[config.mk]
export PLATFORM = sky130hd
export DESIGN_NAME = rand_share_arb
export DESIGN_NICKNAME = d
export VERILOG_FILES = /design/src/rtl/rand_share_arb.sv
export SDC_FILE = /design/constraint.sdc
export NUM_CORES = 1
export LEC_CHECK = 0
export ABC_AREA = 0
export CAP_MARGIN = 10
export CORE_ASPECT_RATIO = 0.6
export CORE_MARGIN = 10
export CORE_UTILIZATION = 30
export CTS_BUF_LIST = sky130_fd_sc_hd__clkbuf_8
export DETAILED_ROUTE_END_ITERATION = 10
export PLACE_DENSITY = 0.46
export SETUP_SLACK_MARGIN = 0.1
export SLEW_MARGIN = 5
export SYNTH_ARGS = -nofsm -noshare
export SYNTH_HDL_FRONTEND = slang
export SYNTH_SLANG_ARGS = --single-unit
[constraint.sdc]
create_clock -name i_clk -period 3.34 [get_ports i_clk]
set_input_delay 0.334 -clock i_clk [delete_from_list [all_inputs] [get_ports i_clk]]
set_output_delay 0.334 -clock i_clk [all_outputs]
set_load 0.03 [all_outputs]
[src/rtl/rand_share_arb.sv]
// rand_share_arb: shares one free-running 8-bit LCG between N_REQ requesters.
// Requesters are served round-robin. Each grant yields one 4-bit draw. The draw
// is held with a valid/ack handshake until the owner accepts it, the owner drops
// its request, or the hold times out.
//
// Ports:
//   i_clk      clock
//   i_rst      asynchronous, active-low reset
//   i_req      per-requester draw request (level, held until served)
//   i_ack      per-requester accept; only the granted bit is looked at in HOLD
//   o_grant    one-hot owner of the current draw, 0 when idle
//   o_valid    o_number is valid for the o_grant owner
//   o_number   drawn value, lcg[5:2] at the DRAW edge, kept after release
//   o_busy     arbiter is not idle
//   o_timeout  one-cycle pulse when a hold is released by timeout only
module rand_share_arb #(
    parameter int         N_REQ   = 4,
    parameter logic [7:0] SEED    = 8'd17,
    parameter logic [7:0] INC     = 8'd3,
    parameter int         TIMEOUT = 16
) (
    input  logic             i_clk,
    input  logic             i_rst,
    input  logic [N_REQ-1:0] i_req,
    input  logic [N_REQ-1:0] i_ack,
    output logic [N_REQ-1:0] o_grant,
    output logic             o_valid,
    output logic [3:0]       o_number,
    output logic             o_busy,
    output logic             o_timeout
);

    localparam int PW = (N_REQ > 1) ? $clog2(N_REQ) : 1;
    localparam int TW = $clog2(TIMEOUT + 1);

    typedef enum logic [1:0] {
        IDLE = 2'd0,
        DRAW = 2'd1,
        HOLD = 2'd2
    } state_t;

    state_t          state;
    logic [7:0]      lcg;
    logic [7:0]      lcg_next;
    logic [PW-1:0]   ptr;
    logic [PW-1:0]   gidx;
    logic [TW-1:0]   timer;

    logic            sel_found;
    logic [PW-1:0]   sel_idx;
    logic [N_REQ-1:0] sel_onehot;

    logic            rel_ack;
    logic            rel_abandon;
    logic            rel_tmo;

    // (base + off) mod N_REQ for off in 0..N_REQ.
    function automatic logic [PW-1:0] wrap_add(input logic [PW-1:0] base, input int off);
        int s;
        s = int'(base) + off;
        if (s >= N_REQ) s = s - N_REQ;
        return PW'(s);
    endfunction

    // x*5 as a shift-add; every term wraps at 8 bits.
    assign lcg_next = (lcg << 2) + lcg + INC;

    // Round-robin search: first requesting index starting at ptr, wrapping.
    always_comb begin
        // NOTE: every variable gets a default before the loop so no latch is inferred.
        sel_found  = 1'b0;
        sel_idx    = '0;
        sel_onehot = '0;
        for (int i = 0; i < N_REQ; i++) begin
            if (!sel_found && i_req[wrap_add(ptr, i)]) begin
                sel_found = 1'b1;
                sel_idx   = wrap_add(ptr, i);
            end
        end
        sel_onehot[sel_idx] = 1'b1;
    end

    assign rel_ack     = i_ack[gidx];
    assign rel_abandon = ~i_req[gidx];
    assign rel_tmo     = (timer == TW'(TIMEOUT - 1));

    // NOTE: all state uses non-blocking assignments so every register sees pre-edge values.
    always_ff @(posedge i_clk or negedge i_rst) begin
        if (!i_rst) begin
            lcg       <= SEED;
            state     <= IDLE;
            ptr       <= '0;
            gidx      <= '0;
            timer     <= '0;
            o_grant   <= '0;
            o_valid   <= 1'b0;
            o_number  <= 4'd0;
            o_busy    <= 1'b0;
            o_timeout <= 1'b0;
        end else begin
            lcg       <= lcg_next;
            o_timeout <= 1'b0;
            case (state)
                IDLE: begin
                    if (sel_found) begin
                        o_grant <= sel_onehot;
                        gidx    <= sel_idx;
                        o_busy  <= 1'b1;
                        state   <= DRAW;
                    end
                end
                DRAW: begin
                    // Uses the pre-update LCG value at this edge.
                    o_number <= lcg[5:2];
                    o_valid  <= 1'b1;
                    timer    <= '0;
                    state    <= HOLD;
                end
                HOLD: begin
                    if (rel_ack || rel_abandon || rel_tmo) begin
                        o_valid   <= 1'b0;
                        o_grant   <= '0;
                        o_busy    <= 1'b0;
                        ptr       <= wrap_add(gidx, 1);
                        // Ack or abandon on the timeout edge is a normal release.
                        o_timeout <= rel_tmo & ~rel_ack & ~rel_abandon;
                        state     <= IDLE;
                    end else begin
                        timer <= timer + 1'b1;
                    end
                end
                default: state <= IDLE;
            endcase
        end
    end

endmodule
==> impl_metrics.tcl <==
set metrics [dict create \
    finalNetCount 172 \
    synth_top_family_by_area "compound AO/OA/AOI/OAI gates" \
    synth_xor_area_frac 0.0367 \
    synthAdderAreaFrac 0.0524 \
    start_util 0.312 \
    overflow 0 \
    synth.mux.area_fraction 0.0463 \
    place_congestion 0.820 \
    rows 19 \
    place_area_um2 1710 \
    cts_tree "built" \
    synth-simple-area-share 0.118 \
    skew_ps 4.02 \
    max_stage_delay_ps 630 \
    fp.dieW_um 109 \
    dp.cells 214 \
    ys_warn_count 0 \
    multi_input_area_um2 671 \
    cts_buffer_depth 2 \
    hold_violations 0 \
    cts_htree_levels 1 \
    p_clk_frac 0.185 \
    ys_types 42 \
    power.density_nw_per_um2 806 \
    synth-compound-area-share 0.215 \
    crit_arrival_ps 2220 \
    die_area_um2 8020 \
    crit_path_cell_trace "clkdlybuf4s50_1, nand2b_1, a22o_1, o21ai_2, a21o_1, mux2_1" \
    p_sw_uw 552 \
    io_pins 21 \
    fin_crit_ps 2060 \
    power_frac_comb 0.440 \
    fill_cells 461 \
    vdd_drop_max_mv 0.253 \
    intPower_uw 883 \
    rsz0062_at_grt "false" \
    clk_pin_slew_ps 100 \
    timing.final.crit_share 0.617 \
    vias 1078 \
    outcome "finished clean" \
    worstSetupEndpointType "register" \
    post_cts_buffers 0 \
    die_height_um 73.5 \
    dr.first_iter.drc_count 67 \
    crit_fanout 8 \
    antenna_found_initial 0 \
    design_area_um2 1780 \
    dpl.hpwl_um 2360 \
    cts_root_buf "clkbuf_8" \
    startpoint_type "input pin" \
    slew_headroom 0.618 \
    drive_gt1_frac 0.110 \
    insertion_delay_ps 270 \
    crit_slowest_cell "clkdlybuf4s50_1" \
    maxCapViolCount 0 \
    critical_path_class "input pin to register" \
    wl_um 3120 \
    postLayoutSetupSlackWorst_ps 1280 \
    viasPerCell 4.94 \
    slew_viol_final 0 \
    core_um2 4590 \
    dp_slack_ps 958 \
    fmax_mhz 486 \
    antenna_left 0 \
    cts_hold_buf 0 \
    swShare 0.385 \
    post_cts_resized 0 \
    synth-seq-area-share 0.491 \
    worst_pin_slew_ps 572 \
    area_growth_syn_to_layout_pct 24.4 \
    power_frac_seq 0.376 \
    netlist_area_um2 1430 \
    synth.ff_latch_count 28 \
    drc 0 \
    clock_sink_count 28 \
    port-buffer-count 20 \
    startpoint "i_req[3]" \
    leakagePower_uw 0.000789 \
    firstDrtPassIters 4 \
    worst_ep_required_time_ps 3500 \
    grt_pass1_vias 1161 \
    synth_nets 148 \
    postSynthAreaPerCell_um2 10.8 \
    antenna_cells 0 \
    setup_viol 0 \
    postSynthCellCount 132 \
    grt_pass1_wl_um 5510 \
    final_cell_count_no_fill 218 \
    finalSetupTns_ps 0 \
    wire_per_inst_um 14.3 \
    cts_inserted_buffers 3 \
    fin_hold_ws_ps 433 \
    regToRegStartpoint "timer[0]" \
    grt_max_degree 29 \
    register_area_um2 703 \
    grt_usage 0.0858 \
    hp-class "input pin to asynchronous set/reset pin" \
]
-- path summary, 6_finish.rpt --
path,end,slack (ps),cells past startpoint
worst max-delay path,ptr[1],1280,6
worst max register to register,ptr[1],1290,6
worst min register to register,lcg[0],480,1
worst min-delay path,o_number[0],430,2
max in group asynchronous,lcg[4],2600,2
min in group i_clk,lcg[0],480,1
-- synth_stat cells, drive strengths merged --
library cell | instances | share of area
o221ai | 2 | 0.012
xor2 | 1 | 0.0061
o21a | 3 | 0.021
a22o | 3 | 0.018
o41ai | 3 | 0.031
a21o | 4 | 0.021
o22a | 1 | 0.0061
mux2 | 5 | 0.039
nor2 | 8 | 0.021
nand4bb | 1 | 0.0079
dfrtp | 26 | 0.45
xnor2 | 5 | 0.031
nand4 | 1 | 0.0044
nor2b | 3 | 0.013
clkbuf | 1 | 0.0026
and3 | 1 | 0.0044
o311ai | 1 | 0.0061
dfstp | 2 | 0.037
or4 | 1 | 0.0052
nor3 | 1 | 0.0035
a31oi | 1 | 0.0044
o22ai | 1 | 0.0044
nor4 | 1 | 0.0044
a21oi | 6 | 0.024
and2 | 2 | 0.0087
nand2 | 7 | 0.018
buf | 1 | 0.0035
nand3 | 4 | 0.014
nand2b | 3 | 0.013
a31o | 1 | 0.0061
a32o | 4 | 0.028
o31ai | 1 | 0.0052
o21ai | 7 | 0.027
mux2i | 1 | 0.0070
inv | 13 | 0.034
ha | 6 | 0.052
-- cell usage in the layout (no fill, tap or decap), types with 2 or more instances in the layout --
| cell | n |
|---|---|
| ha_1 | 6 |
| mux2_2 | 4 |
| o21ai_0 | 6 |
| dfrtp_1 | 26 |
| o21a_1 | 2 |
| o41ai_1 | 2 |
| nand2b_1 | 3 |
| dfstp_2 | 2 |
| clkdlybuf4s50_1 | 20 |
| a22o_1 | 3 |
| clkbuf_8 | 3 |
| nor2_1 | 8 |
| nand3_1 | 4 |
| a21o_1 | 4 |
| and2_1 | 2 |
| inv_1 | 12 |
| xnor2_1 | 5 |
| o221ai_1 | 2 |
| a21oi_1 | 5 |
| nand2_1 | 7 |
| nor2b_1 | 3 |
| a32o_1 | 4 |
-- flip-flops by register name, indices dropped and copies added, names as in the netlist --
signal     count
timer          5
lcg            6
gidx           2
o_number       4
o_valid        1
o_grant        4
ptr            2
state          2
o_timeout      1
o_busy         1
-- power groups by stage --
stage	combinational (uW)	clock, uW	sequential, uW
after floorplan	342	0	619
after global placement	632	0	545
final	632	265	539
after detailed placement	642	0	546
after CTS	645	276	540
after global routing	699	296	559
-- cell families after synthesis --
kind of cell / count (synthesis)
compound gates: 38
mux: 6
simple gates: 33
fa+ha+maj: 6
flops: 28
buf+inv: 15
xor+xnor: 6
-- cell type report --
| cell class | count | area share |
|---|---|---|
| flip-flops and latches | 28 | 0.395 |
| multi-input cells | 89 | 0.377 |
| repair buffers | 21 | 0.117 |
| well taps | 63 | 0.0443 |
| inverters | 13 | 0.0274 |
| clock buffers | 3 | 0.0232 |
| clock inverters | 1 | 0.0169 |
-- routing by layer --
| layer | vias up | wire length [um] | track usage |
|---|---|---|---|
| met5 | - | 0 | 0 |
| li1 | 525 | - | - |
| met4 | 0 | 36 | 0.0287 |
| met3 | 2 | 197 | 0.0245 |
| met2 | 23 | 1360 | 0.135 |
| met1 | 528 | 1530 | 0.110 |
-- per-stage QoR --
stage	utilization	total power, uW
final	0.388	1440
after global routing	0.388	1550
after CTS	0.388	1460
after detailed placement	0.373	1190
after global placement	0.373	1180
after floorplan	-	961
-- critical path: cells and delay by family --
family | cells | cell delay, ps
AO/OA/AOI/OAI | 3 | 810
AND/OR/NAND/NOR | 1 | 100
multiplexers | 1 | 350
buffers and inverters | 1 | 630
No activity file was read; power rests on OpenSTA's default activity.
